$ cat src/rtl/base_burst_gather_fifo.sv
// Per-way burst-gathering FIFO feeding one input way of the round-robin arbiter.
// Optional sticky forced-release flag o_err is enabled by defining BASE_BURST_GATHER_ERR_EN.
module base_burst_gather_fifo #(
  parameter int width  = 8,
  parameter int depth  = 16,
  parameter int awidth = 4
) (
  input  logic              clk,
  input  logic              reset,
  output logic              i_r,
  input  logic              i_v,
  input  logic              i_e,
  input  logic [width-1:0]  i_d,
  input  logic              o_r,
  output logic              o_v,
  output logic              o_h,
  output logic [width-1:0]  o_d,
  output logic [awidth:0]   o_cnt
`ifdef BASE_BURST_GATHER_ERR_EN
  ,
  output logic              o_err
`endif
);

  localparam logic [awidth:0]   FULL = (awidth+1)'(depth);
  localparam logic [awidth:0]   CONE = (awidth+1)'(1);
  localparam logic [awidth-1:0] PONE = awidth'(1);

  logic [width:0]      mem_q [depth];
  logic [awidth-1:0]   wp_q, wp_d;
  logic [awidth-1:0]   rp_q, rp_d;
  logic [awidth:0]     cnt_q, cnt_d;
  logic [awidth:0]     bc_q, bc_d;
  logic                frl_q, frl_d;

  logic [width:0]      head;
  logic                head_e;
  logic                full;
  logic                fr;
  logic                wr;
  logic                rd;
  logic                bc_inc;
  logic                bc_dec;

  assign head   = mem_q[rp_q];
  assign head_e = head[width];
  assign full   = (cnt_q == FULL);
  // A full buffer with no complete burst can never drain on its own.
  assign fr     = full & (bc_q == '0);

  // Gated by reset so the sender sees not-ready while reset is held.
  assign i_r    = reset & ~full;
  assign o_v    = (cnt_q != '0) & ((bc_q != '0) | frl_q);
  assign o_h    = o_v & ~head_e;
  assign o_d    = o_v ? head[width-1:0] : '0;
  assign o_cnt  = cnt_q;

  assign wr     = i_v & i_r;
  assign rd     = o_v & o_r;
  assign bc_inc = wr & i_e;
  assign bc_dec = rd & head_e;

  always_comb begin
    wp_d  = wp_q;
    rp_d  = rp_q;
    cnt_d = cnt_q;
    bc_d  = bc_q;
    frl_d = frl_q;
    if (wr) wp_d = wp_q + PONE;
    if (rd) rp_d = rp_q + PONE;
    case ({wr, rd})
      2'b10:   cnt_d = cnt_q + CONE;
      2'b01:   cnt_d = cnt_q - CONE;
      default: cnt_d = cnt_q;
    endcase
    case ({bc_inc, bc_dec})
      2'b10:   bc_d = bc_q + CONE;
      2'b01:   bc_d = bc_q - CONE;
      default: bc_d = bc_q;
    endcase
    if (bc_dec) frl_d = 1'b0;
    if (fr)     frl_d = 1'b1;
  end

  always_ff @(posedge clk) begin
    if (wr) mem_q[wp_q] <= {i_e, i_d};
  end

  always_ff @(posedge clk or negedge reset) begin
    if (!reset) begin
      wp_q  <= '0;
      rp_q  <= '0;
      cnt_q <= '0;
      bc_q  <= '0;
      frl_q <= 1'b0;
    end else begin
      wp_q  <= wp_d;
      rp_q  <= rp_d;
      cnt_q <= cnt_d;
      bc_q  <= bc_d;
      frl_q <= frl_d;
    end
  end

`ifdef BASE_BURST_GATHER_ERR_EN
  logic err_q;

  always_ff @(posedge clk or negedge reset) begin
    if (!reset) err_q <= 1'b0;
    else        err_q <= err_q | fr;
  end

  assign o_err = err_q;
`endif

endmodule

$ cat config.mk
export PLATFORM = sky130hd
export DESIGN_NAME = base_burst_gather_fifo
export DESIGN_NICKNAME = d
export VERILOG_FILES = /design/src/rtl/base_burst_gather_fifo.sv
export SDC_FILE = /design/constraint.sdc
export NUM_CORES = 1
export LEC_CHECK = 0
export CAP_MARGIN = 25
export CORE_ASPECT_RATIO = 1.2
export CORE_MARGIN = 1.5
export CORE_UTILIZATION = 40
export CTS_CLUSTER_SIZE = 10
export DETAILED_ROUTE_END_ITERATION = 10
export GPL_ROUTABILITY_DRIVEN = 1
export PLACE_DENSITY = 0.68
export SLEW_MARGIN = 10
export SYNTH_ARGS = -nofsm -noshare
export SYNTH_HDL_FRONTEND = slang
export SYNTH_SLANG_ARGS = --single-unit
$ cat constraint.sdc
create_clock -name clk -period 9.1 [get_ports clk]
set_input_delay 1.82 -clock clk [delete_from_list [all_inputs] [get_ports clk]]
set_output_delay 1.82 -clock clk [all_outputs]
set_load 0.1 [all_outputs]
==> impl_metrics.toml, run 1 <==
[critical_path]
crit-reg2reg-capture = "bc_q[4]"
crit_required_ns = 7.28
worstReg2RegStart = "rp_q[0]"
cp_max_fo = 21
rrSetupSlack_ns = 5.46
r2r_cells = 13
start_kind = "input port"
worstSetupPathType = "in -> out"
end_kind = "output port"
cp.arrival_ns = 4.23

[global_route]
track_usage_pct = 14.9
grt-ovfl-total = 0
grt_max_degree = 40
grt_pass1_vias = 3387
grt_pass1_wl_um = 19100
antenna_found_initial = 0

[cts]
cts.path.max_buffers = 2
cts-root-buf = "clkbuf_16"
ctsResizeCount = 0
cts_buffers = 17
cts-hold-fix-buffers = 0
clk_latency_ns = 0.41
cts.sinks = 163
cts_tree = "built"
clk_pin_slew_worst_paths_ns = 0.06
cts_max_level = 4
cts_setup_buffers = 0

[route]
vias = 3238
antenna_left = 0
wl_per_cell_um = 20.5
drt-vias-per-instance = 5.26
firstDrtPassIters = 5
drt_wl_total_um = 12600
drc = 0
first_iter_violations = 218

[min_path]
worstHoldEndpoint = "bc_q[4]"
hold_depth = 1
min_path_type = "reg -> reg"
min_from = "bc_q[4]"

[synthesis]
synth_nets = 371
synthSimpleGateAreaFrac_pct = 4.81
avgSynthCellArea_um2 = 19.6
yosysUniqueCellTypes = 44
synthTopCellsByArea = "edfxtp_1, mux4_2, dfrtp_1"
synth_top_cell_by_area = "edfxtp_1"
synth_top_family_by_area = "multiplexers"
yosys_warnings = 0
synth_area_mm2 = 0.00677
synth_fa_ha_area_share_pct = 2.51
ys_seq_area_share_pct = 70.9
synth_compound_area_share_pct = 1.72
synth_xor_area_share_pct = 2.07
synth_mux_area_share_pct = 15.9
yosys_register_bits = 163
synth.top_cell.area_share_pct = 63.9
synth_cells = 345

[sta]
final.setup_skew_ns = 0.00562
clock.fmax_mhz = 165
slew_viol_final = 0
rsz0062_at_grt = "no"
worst_pin_slew_ns = 1.04
finalWorstPathRequiredPeriod_ns = 6.05
fin_ws_ns = 3.05
whs_ns = 0.472
hold_violations = 0
finalSetupViolCount = 0
maxSlewHeadroom_pct = 30.4
tns_ns = 0
period_share_pct = 66.5

[job]
drv_cap = 0

[placement]
pre_cts_ws_ns = 3.01
gp_congestion = 0.748
postPlaceCellArea_mm2 = 0.00735
port_buffers = 28
dp_hpwl_um = 8300

[finish]
antenna_cells = 0
area_delta_synth_final_pct = 17.0
layout-drive-gt1-share_pct = 22.8
final_area_mm2 = 0.00792
nets = 417

[floorplan]
ioPinCount = 29
start_util_pct = 41.3
fp.dieW_um = 122
std_cell_rows = 51
fp.dieH_um = 145
die_area_mm2 = 0.0177
core_mm2 = 0.0164

[pwr]
powerDensity_mw_per_mm2 = 367
p_total_mw = 2.91
leakage_nw = 2.67
max-vdd-ir-drop_v = 0.000137

[status]
status = "finished clean"
==> worst max path at each step <==
stage	endpoint	slack, ns	depth (start not counted)	from
after floorplan	o_d[0]	4.35	4	o_cnt[0]
after global routing	i_r	2.88	3	reset
final	i_r	3.05	3	reset
after global placement	i_r	3.04	3	reset
after detailed placement	i_r	3.01	3	reset
after CTS	i_r	2.99	3	reset
==> sequential cells by signal, indices dropped and copies added (netlist names) <==
signal and cells:
bc_q 5, frl_q 1, mem_q 144, o_cnt 5, rp_q 4, wp_q 4
==> Yosys cell counts <==
| library cell | number |
|---|---|
| a21boi_0 | 1 |
| a21o_1 | 2 |
| a21oi_1 | 4 |
| a221oi_1 | 1 |
| a32o_1 | 1 |
| and2_1 | 2 |
| and3_1 | 2 |
| buf_1 | 2 |
| buf_12 | 1 |
| buf_2 | 3 |
| buf_6 | 1 |
| buf_8 | 1 |
| clkbuf_1 | 9 |
| dfrtp_1 | 19 |
| edfxtp_1 | 144 |
| fa_1 | 1 |
| ha_1 | 12 |
| inv_1 | 8 |
| inv_2 | 2 |
| mux2_1 | 1 |
| mux2_2 | 1 |
| mux2i_1 | 4 |
| mux4_1 | 6 |
| mux4_2 | 38 |
| nand2_1 | 12 |
| nand2b_1 | 3 |
| nand4_1 | 2 |
| nor2_1 | 16 |
| nor2b_1 | 6 |
| nor2b_4 | 4 |
| nor3_1 | 5 |
| nor4_1 | 1 |
| nor4bb_1 | 2 |
| o211ai_1 | 1 |
| o21ai_0 | 2 |
| o21ai_1 | 3 |
| o22ai_1 | 1 |
| o31ai_1 | 1 |
| o32ai_1 | 1 |
| or2_2 | 1 |
| or3_1 | 1 |
| or4_1 | 1 |
| xnor2_1 | 8 |
| xor2_1 | 8 |
==> layout by cell type (no fill, tap or decap), types with 2 or more instances in the layout <==
master,instances
ha_1,12
o21ai_0,2
nand2b_1,3
clkinvlp_4,4
inv_2,2
dfrtp_1,18
a21oi_1,4
clkbuf_16,17
o21ai_1,3
and3_1,2
buf_4,11
xor2_1,8
edfxtp_1,144
nor4bb_1,2
inv_6,3
and2_1,2
nand2_1,12
clkdlybuf4s50_1,28
nor2b_4,4
mux4_2,38
inv_1,8
nor2b_1,6
nand4_1,2
buf_6,5
a21o_1,2
nor3_1,5
mux2i_1,4
nor2_1,16
mux4_1,6
clkbuf_1,2
clkinv_1,2
inv_8,2
xnor2_1,8
==> routing by layer <==
metal  global-route usage [%]  wire, um  vias up
met1                     17.9      5040     1669
li1                         -         -     1470
met3                     4.04       629       14
met5                        0         0        -
met2                     25.6      6790       85
met4                     5.59       168        0
==> critical path, stage by stage <==
cell and delay [ns]:
clkdlybuf4s50_1 1.04, and2_1 0.23, clkdlybuf4s50_1 1.13
==> cell type report <==
class | count | area (um^2)
fill | 1328 | 8480
sequential | 163 | 4800
tap | 212 | 265
multi-input combinational | 155 | 1840
inverter | 10 | 37.5
timing repair buffer | 44 | 419
clock buffer | 19 | 433
clock inverter | 13 | 125
==> where the power goes <==
part | switching [mW] | internal, mW | total, mW
clock network | 0.288 | 0.381 | 0.669
logic | 0.788 | 0.467 | 1.26
registers | 0.0901 | 0.892 | 0.982
total | 1.17 | 1.74 | 2.91
==> cell families after synthesis <==
logic type                 after synthesis
muxes                                   50
DFF                                    163
adders and majority gates               13
xor gates and xnor gates                16
buffers and inverters                   27
AOI/OAI and AO/OA                       18
and+or+nand+nor                         58
==> through the flow <==
stage | instances | util, %
4_1_cts | 615 | 48.2
3_3_place_gp | 578 | 44.5
5_1_grt | 616 | 48.3
2_1_floorplan | 345 | -
6_report | 616 | 48.3
3_5_place_dp | 583 | 44.8
Note: power is estimated with default switching activity, not from simulation.
==> run 2: changes to the inputs <==
==> constraint.sdc (replaced) <==
create_clock -name clk -period 5.95 [get_ports clk]
set_input_delay 1.19 -clock clk [delete_from_list [all_inputs] [get_ports clk]]
set_output_delay 1.19 -clock clk [all_outputs]
set_load 0.1 [all_outputs]
==> impl_metrics.toml, run 2 (synthesis gave the netlist of run 1 again) <==
[floorplan]
core_mm2 = 0.0164
fp.dieW_um = 122
fp.dieH_um = 145
ioPinCount = 29
std_cell_rows = 51
die_area_mm2 = 0.0177
start_util_pct = 41.3

[route]
drt_wl_total_um = 12500
drc = 0
dr_wl_met2_um = 6770
wl_met1_um = 5020
drt-vias-per-instance = 5.18
first_iter_violations = 277
wl_met3_um = 601
vias = 3205
antenna_left = 0
wl_per_cell_um = 20.2
firstDrtPassIters = 5
dr.max_layer_used = "met4"

[sta]
tns_ns = 0
finalSetupViolCount = 0
fin_ws_ns = 1.48
slew_viol_final = 0
hold_violations = 0
clock.fmax_mhz = 224
worst_pin_slew_ns = 0.976
final.setup_skew_ns = 0.00583
period_share_pct = 75.1
rsz0062_at_grt = "no"
maxSlewHeadroom_pct = 34.7
finalWorstPathRequiredPeriod_ns = 4.47

[job]
drv_cap = 0

[critical_path]
crit_path_top_delay_cell = "clkdlybuf4s50_1"
max_stage_delay_ns = 0.97
worstSetupPathType = "reg -> out"
worstReg2RegStart = "o_cnt[0]"
end_kind = "output port"
startpoint = "rp_q[0]"
cpMostUsedCell = "mux4_2"
cp.arrival_ns = 3.28
crit_path_cell_trace = "buf_12, mux4_2, mux4_2, nor2b_1, clkdlybuf4s50_1"
rrSetupSlack_ns = 2.65
start_kind = "register"
cp_max_fo = 39
crit-reg2reg-capture = "bc_q[4]"
crit_required_ns = 4.76
r2r_cells = 13

[global_route]
grt_max_degree = 40
grt_pass1_vias = 3434
grt-ovfl-total = 0
antenna_found_initial = 0
grt_pass1_wl_um = 19700
track_usage_pct = 15.4

[cts]
cts_setup_buffers = 0
clk_latency_ns = 0.41
cts-root-buf = "clkbuf_16"
clk_pin_slew_worst_paths_ns = 0.06
ctsResizeCount = 0
cts.path.max_buffers = 2
cts_max_level = 4
cts_tree = "built"
cts.sinks = 163
cts-hold-fix-buffers = 0
cts_buffers = 17

[min_path]
min_from = "bc_q[4]"
hold_depth = 1
worstHoldEndpoint = "bc_q[4]"
min_path_type = "reg -> reg"

[finish]
largest_register_ffs = 144
antenna_cells = 0
area_delta_synth_final_pct = 18.0
nets = 420
layout_commonest_cell = "edfxtp_1"
regMostFlops = "mem_q"
final_cell_mix = "edfxtp_1, mux4_2, clkdlybuf4s50_1"
n_fill_cell = 1270
layout-drive-gt1-share_pct = 24.1

[pwr]
max-vdd-ir-drop_v = 0.000291
leakage_nw = 2.72
powerDensity_mw_per_mm2 = 561

[placement]
gp_congestion = 0.740
port_buffers = 28
pre_cts_ws_ns = 1.90
dp_hpwl_um = 8100

[status]
status = "finished clean"
run 2: stage by stage:
| stage | power, mW | util, % | instance area, um^2 | instances | hold slack (ns) |
|---|---|---|---|---|---|
| 4_1_cts | 4.53 | 48.6 | 7970 | 616 | 0.467 |
| 2_1_floorplan | 3.05 | - | 6770 | 345 | 0.437 |
| 3_3_place_gp | 3.41 | 44.4 | 7290 | 576 | 0.452 |
| 5_1_grt | 4.69 | 48.7 | 7990 | 619 | 0.506 |
| 6_report | 4.48 | 48.7 | 7990 | 619 | 0.462 |
| 3_5_place_dp | 3.45 | 45.0 | 7370 | 584 | 0.455 |
run 2: power by group:
part,internal (mW),switching (mW)
Sequential,1.36,0.137
Clock,0.630,0.448
Combinational,0.720,1.19
Total,2.71,1.77
run 2: final cells by class:
class	count	area [um^2]	area share [%]
timing repair buffer	47	455	5.70
inverter	10	37.5	0.470
clock inverter	15	169	2.11
clock buffer	17	425	5.32
sequential	163	4800	60.1
multi-input combinational	155	1840	23.0
tap	212	265	3.32
run 2: worst max path at each step:
| stage | to | slack, ns | cells past startpoint |
|---|---|---|---|
| 2_1_floorplan | o_d[0] | 1.83 | 4 |
| 3_3_place_gp | o_d[7] | 1.89 | 5 |
| 3_5_place_dp | bc_q[4] | 1.90 | 12 |
| 4_1_cts | o_d[7] | 1.44 | 5 |
| 5_1_grt | o_h | 1.34 | 6 |
| 6_report | o_d[7] | 1.48 | 5 |
run 2: routing by layer:
| metal | global-route usage (%) | vias up |
|---|---|---|
| met5 | 0 | - |
| met4 | 6.24 | 0 |
| met3 | 3.84 | 4 |
| met2 | 26.2 | 76 |
| met1 | 18.5 | 1646 |
| li1 | - | 1479 |
run 2: worst max-delay path: cells and delay by family (launching register included):
kind                   cells  cell delay (ns)
buffers and inverters      2             1.24
multiplexers               2             1.07
flip-flops                 1             0.37
AND/OR/NAND/NOR            1             0.15
==> run 3: changes to the inputs <==
==> constraint.sdc (replaced) <==
create_clock -name clk -period 4.5 [get_ports clk]
set_input_delay 0.9 -clock clk [delete_from_list [all_inputs] [get_ports clk]]
set_output_delay 0.9 -clock clk [all_outputs]
set_load 0.1 [all_outputs]
==> impl_metrics.toml, run 3 (synthesis gave the netlist of run 1 again) <==
[cts]
cts-root-buf = "clkbuf_16"
cts_tree = "built"
ctsResizeCount = 0
clk_pin_slew_worst_paths_ns = 0.06
clk_latency_ns = 0.42
cts-hold-fix-buffers = 0
cts_max_level = 4
cts.path.max_buffers = 2
cts_buffers = 17
cts_setup_buffers = 0
cts.sinks = 163

[global_route]
grt-ovfl-total = 0
grt_pass1_wl_um = 20300
grt_pass1_vias = 3445
grt_max_degree = 36
antenna_found_initial = 0
track_usage_pct = 15.8

[pwr]
p_clk_share_pct = 22.3
p_sw_share_pct = 40.7
leakage_nw = 2.69
intPower_mw = 3.44
pwr-share-seq_pct = 35.2
power.switching_mw = 2.35
p_total_mw = 5.79
p_comb_share_pct = 42.5
powerDensity_mw_per_mm2 = 734
max-vdd-ir-drop_v = 0.000362

[sta]
period_share_pct = 84.9
maxSlewHeadroom_pct = 31.4
clock.fmax_mhz = 262
worst_pin_slew_ns = 1.03
finalWorstPathRequiredPeriod_ns = 3.82
rsz0062_at_grt = "no"
finalSetupViolCount = 0
slew_viol_final = 0
final.setup_skew_ns = 0.00723
tns_ns = 0
hold_violations = 0

[floorplan]
std_cell_rows = 51
die_area_mm2 = 0.0177
core_mm2 = 0.0164
ioPinCount = 29
start_util_pct = 41.3
fp.dieW_um = 122
fp.dieH_um = 145

[finish]
layout-drive-gt1-share_pct = 26.4
layout_commonest_cell = "edfxtp_1"
area_delta_synth_final_pct = 16.5
largest_register_ffs = 144
final_cell_mix = "edfxtp_1, mux4_2, buf_4"
nets = 420
antenna_cells = 0
regMostFlops = "mem_q"

[placement]
gp_congestion = 0.741
port_buffers = 28
dp_hpwl_um = 8060

[critical_path]
crit_required_ns = 3.60
cp.arrival_ns = 2.92
worstSetupPathType = "reg -> out"
end_kind = "output port"
cp_max_fo = 21
start_kind = "register"

[route]
drt-vias-per-instance = 5.34
drc = 0
wl_per_cell_um = 21.1
antenna_left = 0
firstDrtPassIters = 5
first_iter_violations = 281
drt_wl_total_um = 13000
vias = 3301

[job]
drv_cap = 0

[min_path]
min_path_type = "reg -> reg"

[status]
status = "finished clean"
[run 3: changes by cell type in the layout (fill, tap and decap cells not counted)]
cell and change:
buf_4 +14, clkdlybuf4s50_1 -9, buf_6 -5, clkinv_2 +3
clkinvlp_4 +3, bufinv_16 -2, clkinv_4 -2, clkinv_1 -1
inv_6 -1, inv_8 -1
[run 3: worst paths after layout]
| path | from | to | slack (ns) | depth (start not counted) |
|---|---|---|---|---|
| worst min-delay path | bc_q[4] | bc_q[4] | 0.48 | 1 |
| max in group asynchronous | reset | rp_q[0] | 3.40 | 2 |
| worst max-delay path | rp_q[0] | o_d[0] | 0.68 | 5 |
| min in group asynchronous | reset | o_cnt[0] | 0.87 | 2 |
| worst min register to register | bc_q[4] | bc_q[4] | 0.48 | 1 |
| worst max register to register | rp_q[0] | bc_q[4] | 1.07 | 12 |
[run 3: final cells by class]
cell class	instances	area [um^2]
clock inverters	14	105
repair buffers	47	414
flip-flops and latches	163	4800
inverters	10	37.5
well taps	212	265
multi-input cells	155	1840
clock buffers	17	425
fillers	1305	8520
[run 3: metrics by stage]
| stage | cells | hold slack [ns] | setup WS [ns] | util [%] | cell area [um^2] |
|---|---|---|---|---|---|
| finish | 618 | 0.475 | 0.682 | 48.1 | 7880 |
| global route | 618 | 0.518 | 0.541 | 48.1 | 7880 |
| CTS | 616 | 0.475 | 0.607 | 48.0 | 7870 |
| detailed placement | 585 | 0.463 | 1.00 | 44.7 | 7330 |
| global placement | 585 | 0.457 | 1.08 | 44.7 | 7330 |
| floorplan | 345 | 0.437 | 0.667 | - | 6770 |
[run 3: per-layer routing]
| metal | vias to the layer above | GRT usage, % | wire length (um) |
|---|---|---|---|
| met5 | - | 0 | 0 |
| met4 | 0 | 5.00 | 206 |
| met3 | 15 | 3.49 | 586 |
| met2 | 84 | 26.0 | 6660 |
| met1 | 1724 | 21.0 | 5580 |
| li1 | 1478 | - | - |
[run 3: worst max-delay path: stages, from the launching register on]
cell and delay [ns]:
dfrtp_2 0.80, buf_12 0.26, mux4_1 0.57, mux4_2 0.47, nor2b_1 0.14, buf_4 0.23
[run 3: power by group through the flow]
stage	sequential, mW	clock [mW]	combinational, mW
6_report	2.04	1.29	2.46
4_1_cts	2.04	1.31	2.49
5_1_grt	2.07	1.38	2.61
3_5_place_dp	2.07	0	2.47
2_1_floorplan	2.07	0	1.95
3_3_place_gp	2.06	0	2.44
